--- src/rtl/feature_loader_pkg.sv ---
// Shared constants for the feature loader: stream geometry, selected feature
// indices and the loader FSM state encoding.
package feature_loader_pkg;

    localparam int N_FEAT = 279;
    localparam int N_SEL  = 45;
    localparam int IDX_W  = 9;
    localparam int SLOT_W = 6;

    localparam logic [IDX_W-1:0] SEL_IDX [0:N_SEL-1] = '{
        9'd0,   9'd2,   9'd5,   9'd9,   9'd10,  9'd12,  9'd13,  9'd50,  9'd55,
        9'd74,  9'd91,  9'd124, 9'd139, 9'd147, 9'd164, 9'd170, 9'd171, 9'd175,
        9'd180, 9'd184, 9'd186, 9'd190, 9'd195, 9'd199, 9'd205, 9'd209, 9'd216,
        9'd221, 9'd222, 9'd235, 9'd236, 9'd240, 9'd246, 9'd251, 9'd255, 9'd256,
        9'd257, 9'd258, 9'd261, 9'd264, 9'd265, 9'd271, 9'd274, 9'd275, 9'd276
    };

    typedef enum logic [1:0] {
        ST_LOAD  = 2'd0,
        ST_HOLD  = 2'd1,
        ST_DRAIN = 2'd2
    } state_t;

endpackage

--- src/rtl/feature_loader_sel_lut.sv ---
// Combinational lookup: byte index -> {hit, destination slot} for the
// selected-feature table.
module feat_sel_lut
    import feature_loader_pkg::*;
(
    input  logic [IDX_W-1:0]  index,
    output logic              hit,
    output logic [SLOT_W-1:0] slot
);

    // Parallel compare against every table entry; entries are unique.
    always_comb begin
        hit  = 1'b0;
        slot = {SLOT_W{1'b0}};
        for (int k = 0; k < N_SEL; k++) begin
            hit  = hit | (index == SEL_IDX[k]);
            slot = (index == SEL_IDX[k]) ? SLOT_W'(k) : slot;
        end
    end

endmodule

--- src/rtl/feature_loader.sv ---
// Streams one sample of feature bytes, captures the selected ones into
// feat_vec and holds the result until the downstream side takes it.
module feature_loader
    import feature_loader_pkg::*;
#(
    parameter int N_FEAT = feature_loader_pkg::N_FEAT,
    parameter int N_SEL  = feature_loader_pkg::N_SEL
) (
    input  logic              clk,
    input  logic              rst_n,
    input  logic              s_valid,
    output logic              s_ready,
    input  logic [7:0]        s_data,
    input  logic              s_last,
    output logic [N_SEL*8-1:0] feat_vec,
    output logic              feat_valid,
    input  logic              feat_ready,
    output logic              err
);

    localparam logic [IDX_W-1:0] LAST_IDX = IDX_W'(N_FEAT - 1);

    state_t               state_r;
    state_t               state_nxt_s;
    logic [IDX_W-1:0]     index_r;
    logic [IDX_W-1:0]     index_nxt_s;
    logic [N_SEL*8-1:0]   feat_vec_r;
    logic                 err_r;
    logic                 err_nxt_s;
    logic                 wr_en_s;
    logic                 accept_s;
    logic                 hit_s;
    logic [SLOT_W-1:0]    slot_s;

    feat_sel_lut u_lut (
        .index (index_r),
        .hit   (hit_s),
        .slot  (slot_s)
    );

    assign accept_s = s_valid & s_ready;

    // Next-state, index and error-pulse decode.
    always_comb begin
        state_nxt_s = state_r;
        index_nxt_s = index_r;
        err_nxt_s   = 1'b0;
        wr_en_s     = 1'b0;
        case (state_r)
            ST_LOAD: begin
                if (accept_s) begin
                    wr_en_s = hit_s;
                    if (s_last) begin
                        index_nxt_s = {IDX_W{1'b0}};
                        if (index_r == LAST_IDX) begin
                            state_nxt_s = ST_HOLD;
                        end else begin
                            err_nxt_s = 1'b1;
                        end
                    end else if (index_r == LAST_IDX) begin
                        // Sample overran its length: drop bytes until the next s_last.
                        index_nxt_s = {IDX_W{1'b0}};
                        err_nxt_s   = 1'b1;
                        state_nxt_s = ST_DRAIN;
                    end else begin
                        index_nxt_s = index_r + 9'd1;
                    end
                end else begin
                    index_nxt_s = index_r;
                end
            end
            ST_HOLD: begin
                if (feat_ready) begin
                    state_nxt_s = ST_LOAD;
                end else begin
                    state_nxt_s = ST_HOLD;
                end
            end
            ST_DRAIN: begin
                if (accept_s && s_last) begin
                    state_nxt_s = ST_LOAD;
                end else begin
                    state_nxt_s = ST_DRAIN;
                end
            end
            default: begin
                state_nxt_s = ST_LOAD;
                index_nxt_s = {IDX_W{1'b0}};
            end
        endcase
    end

    // State, index, captured features and error pulse registers.
    always_ff @(posedge clk) begin
        if (!rst_n) begin
            state_r    <= ST_LOAD;
            index_r    <= {IDX_W{1'b0}};
            feat_vec_r <= {(N_SEL*8){1'b0}};
            err_r      <= 1'b0;
        end else begin
            state_r <= state_nxt_s;
            index_r <= index_nxt_s;
            err_r   <= err_nxt_s;
            if (wr_en_s) begin
                feat_vec_r[int'(slot_s)*8 +: 8] <= s_data;
            end else begin
                feat_vec_r <= feat_vec_r;
            end
        end
    end

    assign s_ready    = (state_r != ST_HOLD);
    assign feat_valid = (state_r == ST_HOLD);
    assign feat_vec   = feat_vec_r;
    assign err        = err_r;

endmodule
--- config.mk ---
export PLATFORM = sky130hd
export DESIGN_NAME = feature_loader
export DESIGN_NICKNAME = d
export VERILOG_FILES = /design/src/rtl/feature_loader_pkg.sv /design/src/rtl/feature_loader_sel_lut.sv /design/src/rtl/feature_loader.sv
export SDC_FILE = /design/constraint.sdc
export NUM_CORES = 1
export LEC_CHECK = 0
export ABC_AREA = 1
export BUFFER_PORTS_ARGS = -buffer_cell sky130_fd_sc_hd__buf_2
export CAP_MARGIN = 20
export CORE_MARGIN = 10
export CORE_UTILIZATION = 53
export DETAILED_ROUTE_END_ITERATION = 8
export PLACE_DENSITY_LB_ADDON = 0.25
export SYNTH_ARGS = -nofsm -noshare
export SYNTH_HDL_FRONTEND = slang
export SYNTH_SLANG_ARGS = --single-unit
--- constraint.sdc ---
create_clock -name clk -period 10 [get_ports clk]
set_clock_uncertainty 0.05 [all_clocks]
set_input_delay 1.5 -clock clk [delete_from_list [all_inputs] [get_ports clk]]
set_output_delay 1.5 -clock clk [all_outputs]
set_load 0.01 [all_outputs]
==> results_dict.tcl, run 1 <==
set metrics [dict create \
    placed_area_um2 20530 \
    ys_top_cells_by_area "dfxtp_1 (40%), nand2_1 (16%), nor2_1 (14%)" \
    final-instance-count-excl-fill 3784 \
    drive_gt1_frac 0.1611 \
    ys_types 39 \
    avgSynthCellArea_um2 6.185 \
    core-area_um2 34630 \
    fmaxAchievable_mhz 133.0 \
    path_class "flip-flop to flip-flop" \
    cts.sinks 372 \
    max_stage_delay_ps 890 \
    io_pins 376 \
    place_congestion 0.9510 \
    final_util 0.6322 \
    worstPathArrival_ps 7870 \
    hp-class "flip-flop to flip-flop" \
    ctsLongestPathBuffers 3 \
    grt_pass1_vias 18370 \
    syn_area_um2 18650 \
    ys_ff_latch 372 \
    p_per_area_nw_per_um2 245.0 \
    drc_errors 0 \
    place_inst 3709 \
    cts_setup_buffers 0 \
    fin_hold_ws_ps 411.5 \
    setup_violations 0 \
    rsz0062_at_grt "no" \
    nets 3321 \
    relSlewSlack 0.2466 \
    crit_fanout 38 \
    clk-insertion-delay-late_ps 540 \
    yosysMostFrequentCell "nand2_1" \
    synth_top_cell_by_area "dfxtp_1" \
    finalCritPeriodShare 0.7518 \
    clk_pin_slew_ps 60 \
    syn_inst 3015 \
    crit_top_cell "nand2_1" \
    synth_edf_count 0 \
    ant_nets 0 \
    detail_route.vias_per_cell 5.160 \
    dr.pass1.iters 5 \
    yosysWarnings 0 \
    initial_core_util 0.5385 \
    p_leak_nw 12.21 \
    vias 19520 \
    hold_viol 0 \
    synth_nets 3039 \
    grt_max_degree 122 \
    grt.total_usage 0.2959 \
    synth_commonest_cells "nand2_1 (804), nor2_1 (682), inv_1 (511)" \
    slew_viol_final 0 \
    finalSetupTns_ps 0 \
    maxCapViolations 0 \
    areaGrowthSynthToFinish_pct 17.40 \
    antenna_found_initial 2 \
    cp_data_required_time_ps 10350 \
    die_x_um 207.6 \
    rows 68 \
    grt_pass1_wl_um 103200 \
    synthFlopType "dfxtp_1" \
    numCtsBuffers 41 \
    synthArstFlopShare 0 \
    worstMarginPinSlew_ps 1127 \
    wl_per_cell_um 17.84 \
    ys_seq_area_frac 0.3994 \
    cp_slowest_cell "nor2_4" \
    ir_drop_v 0.0003083 \
    cts.repair.resized 0 \
    routed_wl_um 67520 \
    status "finished, final reports clean" \
    gr-total-overflow 0 \
    cp-end-kind "flip-flop" \
    final.min_clock_period_ps 7518 \
    critPathLaunchType "flip-flop" \
    portBuffers 375 \
    dp_hpwl_um 49150 \
    cts_htree_levels 2 \
    cts_hold_buf 0 \
    final_cell_area_um2 21890 \
    fp.dieH_um 207.6 \
    cts_tree "yes" \
    drtIter0Drc 1934 \
    fill_cells 3264 \
    cts-root-buf "clkbuf_16" \
    synth_top_area_share 0.3994 \
    dieArea_um2 43090 \
]
-- layer usage --
layer / GRT usage / wire (um) / vias to the layer above / share of wire
met5: 0 / 13 / - / 0.00019
met4: 0.1174 / 2623 / 2 / 0.039
met3: 0.07461 / 6993 / 168 / 0.10
met2: 0.4711 / 30190 / 921 / 0.45
met1: 0.3763 / 27700 / 8885 / 0.41
li1: - / - / 9548 / -
-- worst max-delay path: cells and delay by family, from the launching register on --
kind                     cells  cell delay [ps]
XOR/XNOR                     1              670
buffers and inverters        5             1380
AND/OR/NAND/NOR             29             4230
adder cells (fa/ha/maj)      1              340
flip-flops                   1              660
-- logic make-up after synthesis --
family,Yosys count,share of synthesized area
AO/OA/AOI/OAI,220,0.06119
buffers and inverters,679,0.1439
XOR/XNOR,4,0.002684
AND/OR/NAND/NOR,1729,0.3855
adder cells (fa/ha/maj),11,0.007380
flip-flops,372,0.3994
-- final timing paths --
check                                     to  cells after the start   startpoint  slack (ps)
worst max-delay path            feat_vec[54]                     36   index_r[8]        2480
worst min-delay path             feat_vec[4]                      2  feat_vec[4]         410
worst max register to register  feat_vec[54]                     36   index_r[8]        2480
worst min register to register   feat_vec[4]                      2  feat_vec[4]         410
-- sequential cells by signal, summed over array words and instances, names as in the netlist --
| signal | count |
|---|---|
| feat_vec | 360 |
| index_r | 9 |
| state_r | 2 |
| err | 1 |
-- stage by stage --
stage               setup WS, ps  power [mW]
global route                1801       5.551
global placement            2802       3.735
floorplan                   5532       3.137
CTS                         2654       5.289
detailed placement          2697       3.768
finish                      2482       5.363
-- area by class of cell --
| type | count | area (um^2) | share of cell area |
|---|---|---|---|
| clock inverter | 9 | 127.6 | 0.005830 |
| timing repair buffer | 386 | 1969 | 0.08996 |
| sequential | 372 | 7447 | 0.3402 |
| multi-input combinational | 1964 | 8546 | 0.3904 |
| antenna | 1 | 2.502 | 0.0001143 |
| clock buffer | 65 | 1229 | 0.05612 |
| inverter | 532 | 2002 | 0.09144 |
| tap | 455 | 569.3 | 0.02600 |
-- cell usage in the layout, fill, tap and decap left out, types with 17 or more instances in the layout --
master	count
a21oi_1	139
buf_2	374
clkbuf_16	43
dfxtp_1	372
inv_1	511
inv_2	19
nand2_1	803
nand3_1	69
nand3_2	34
nand4_1	60
nor2_1	682
nor2_2	17
nor3_1	42
o21ai_0	17
o21ai_1	55
-- where the power goes --
group	internal, mW	switching (mW)	total [mW]
clock network	0.921	0.620	1.54
logic	0.314	1.99	2.30
registers	1.50	0.0192	1.52
total	2.73	2.63	5.36
(Power assumes the default switching activity.)
==> run 2, diff against run 1 <==
--- a/config.mk
+++ b/config.mk
@@ -5,11 +5,11 @@
 export SDC_FILE = /design/constraint.sdc
 export NUM_CORES = 1
 export LEC_CHECK = 0
-export ABC_AREA = 1
+export ABC_AREA = 0
 export BUFFER_PORTS_ARGS = -buffer_cell sky130_fd_sc_hd__buf_2
 export CAP_MARGIN = 20
 export CORE_MARGIN = 10
-export CORE_UTILIZATION = 53
+export CORE_UTILIZATION = 49
 export DETAILED_ROUTE_END_ITERATION = 8
 export PLACE_DENSITY_LB_ADDON = 0.25
 export SYNTH_ARGS = -nofsm -noshare
==> constraint.sdc (replaced) <==
create_clock -name clk -period 6.1 [get_ports clk]
set_clock_uncertainty 0.05 [all_clocks]
set_input_delay 0.915 -clock clk [delete_from_list [all_inputs] [get_ports clk]]
set_output_delay 0.915 -clock clk [all_outputs]
set_load 0.01 [all_outputs]
==> run 2 against run 1 <==
  * Maximum frequency up 34%
  * Routed wire length shrank 8.5%
  * Die area is 2.0% lower
  * Clock power is 49% higher
  * Sequential share of layout area is 2.8 points higher
  * Global-route usage is 1.5 points lower
  * Largest cell class unchanged
  * Largest power group is now registers
==> results_dict.tcl, run 2 <==
set metrics [dict create \
    nets 2175 \
    ys_top_cells_by_area "dfxtp_1 (44%), mux2i_1 (13%), nand2_1 (7.4%)" \
    relSlewSlack 0.3208 \
    place_congestion 0.9493 \
    maxCapViolations 0 \
    cts_setup_buffers 0 \
    final_cell_mix "buf_2 (374), dfxtp_1 (372), nand2_1 (333)" \
    fmaxAchievable_mhz 178.9 \
    rsz0062_at_grt "no" \
    avgSynthCellArea_um2 9.131 \
    grt.total_usage 0.2811 \
    yosysMostFrequentCell "dfxtp_1" \
    drive_gt1_frac 0.2599 \
    hold-path-cell-count 2 \
    combPwrFrac 0.318 \
    final_cell_area_um2 20250 \
    finalSetupTns_ps 0 \
    portBuffers 375 \
    clk_pin_slew_ps 60 \
    synthArstFlopShare 0 \
    critPathLaunchType "flip-flop" \
    clockPowerShare 0.327 \
    numCtsBuffers 38 \
    antenna_found_initial 0 \
    cp_data_required_time_ps 6510 \
    cts_hold_buf 0 \
    placed_area_um2 19010 \
    ctsLongestPathBuffers 3 \
    p_switching_mw 2.708 \
    crit_fanout 26 \
    seqPwrFrac 0.355 \
    worstPathArrival_ps 6000 \
    slew_viol_final 0 \
    status "finished, final reports clean" \
    dp_hpwl_um 43570 \
    grt_max_degree 198 \
    ys_ff_latch 372 \
    drtIter0Drc 1344 \
    wl_per_cell_um 23.52 \
    largest_reg_flops 360 \
    finalCritPeriodShare 0.9165 \
    gr-total-overflow 0 \
    cts.sinks 372 \
    synth_commonest_cells "dfxtp_1 (372), nand2_1 (333), mux2i_1 (225)" \
    cts_htree_levels 2 \
    yosysWarnings 0 \
    p_int_mw 4.335 \
    hp-class "flip-flop to flip-flop" \
    io_pins 376 \
    p_per_area_nw_per_um2 347.8 \
    synth_top_cell_by_area "dfxtp_1" \
    initial_core_util 0.5002 \
    areaGrowthSynthToFinish_pct 20.14 \
    ys_seq_area_frac 0.4418 \
    syn_area_um2 16860 \
    cts.repair.resized 0 \
    synth_top_area_share 0.4418 \
    path_class "flip-flop to flip-flop" \
    cts_tree "yes" \
    synth_edf_count 0 \
    syn_inst 1846 \
    switching_share 0.3845 \
    dr.pass1.iters 5 \
    grt_pass1_vias 15220 \
    grt_pass1_wl_um 93730 \
    die_x_um 205.5 \
    p_leak_nw 8.918 \
    ir_drop_v 0.0003193 \
    synth_nets 1870 \
    dieArea_um2 42220 \
    final.min_clock_period_ps 5591 \
    detail_route.vias_per_cell 5.892 \
    cp-end-kind "flip-flop" \
    fill_cells 3004 \
    cts-root-buf "clkbuf_16" \
    drc_errors 0 \
    synthFlopType "dfxtp_1" \
    rows 67 \
    worstMarginPinSlew_ps 1017 \
    setup_violations 0 \
    fp.dieH_um 205.5 \
    clk-insertion-delay-late_ps 540 \
    ys_types 93 \
    vias 15480 \
    layout_commonest_cell "buf_2" \
    core-area_um2 33700 \
    reg2regPathDepth 16 \
    hold_viol 0 \
    routed_wl_um 61780 \
    ant_nets 0 \
]
[run 2: changes by cell type in the layout (fill, tap and decap cells not counted), sizes merged, moves of 29 or more]
cell,delta
buf,+42
nand2,-471
inv,-510
nand3,+56
a21oi,-97
mux2i,+225
and3,+29
nor2,-640
[run 2: path summary, 6_finish.rpt]
path	startpoint	to	slack, ps
min	feat_vec[65]	feat_vec[65]	400
min reg2reg	feat_vec[65]	feat_vec[65]	400
max reg2reg	index_r[5]	feat_vec[300]	510
max	index_r[5]	feat_vec[300]	510
[run 2: layer usage]
| layer | wire [um] | up-vias | global-route usage |
|---|---|---|---|
| li1 | - | 7186 | - |
| met1 | 25080 | 7503 | 0.3510 |
| met2 | 29040 | 697 | 0.4623 |
| met3 | 6278 | 92 | 0.08633 |
| met4 | 1382 | 0 | 0.07167 |
| met5 | 0 | - | 0 |
[run 2: area by class of cell]
cell class / instances / area (um^2) / area share
multi-input cells: 1290 / 8636 / 0.4264
flip-flops and latches: 372 / 7447 / 0.3677
repair buffers: 428 / 2317 / 0.1144
clock buffers: 56 / 1100 / 0.05431
well taps: 448 / 560.5 / 0.02768
clock inverters: 11 / 108.9 / 0.005375
inverters: 21 / 78.83 / 0.003892
diodes: 1 / 2.502 / 0.0001236
[run 2: kinds of logic after synthesis]
kind of cell | after synthesis | share of synthesized area
muxes | 225 | 0.1336
and+or+nand+nor | 790 | 0.2497
DFF | 372 | 0.4418
buffers and inverters | 184 | 0.04847
adders and majority gates | 11 | 0.008165
AOI/OAI and AO/OA | 255 | 0.1136
xor gates and xnor gates | 9 | 0.004676
[run 2: stage by stage]
stage / utilization / hold WS (ps) / setup slack [ps] / cells / power, mW
after detailed placement: 0.5642 / 392.5 / 677.3 / 2558 / 4.744
after CTS: 0.6000 / 401.1 / 663.9 / 2625 / 7.019
after floorplan: - / 423.0 / 1561 / 1846 / 4.126
final: 0.6009 / 401.9 / 509.2 / 2627 / 7.043
after global routing: 0.6008 / 418.8 / 198.8 / 2626 / 7.312
after global placement: 0.5642 / 385.8 / 677.2 / 2558 / 4.710
[run 2: power groups by stage]
stage               clock network [mW]  registers, mW  logic (mW)
floorplan                            0           2.54        1.58
global placement                     0           2.55        2.16
detailed placement                   0           2.55        2.19
CTS                               2.32           2.50        2.20
global route                      2.41           2.50        2.40
finish                            2.30           2.50        2.24
[run 2: critical path, stage by stage, from the launching register on]
cell	delay (ps)
dfxtp_1	620
or4b_1	870
nor3_2	260
o21a_1	200
a221oi_2	60
a211oi_4	620
inv_2	80
ha_1	210
inv_1	110
nor2_1	90
o21ai_1	210
nand2_1	180
o221a_1	370
buf_4	240
nor3_4	600
nor3b_2	530
a32o_1	190
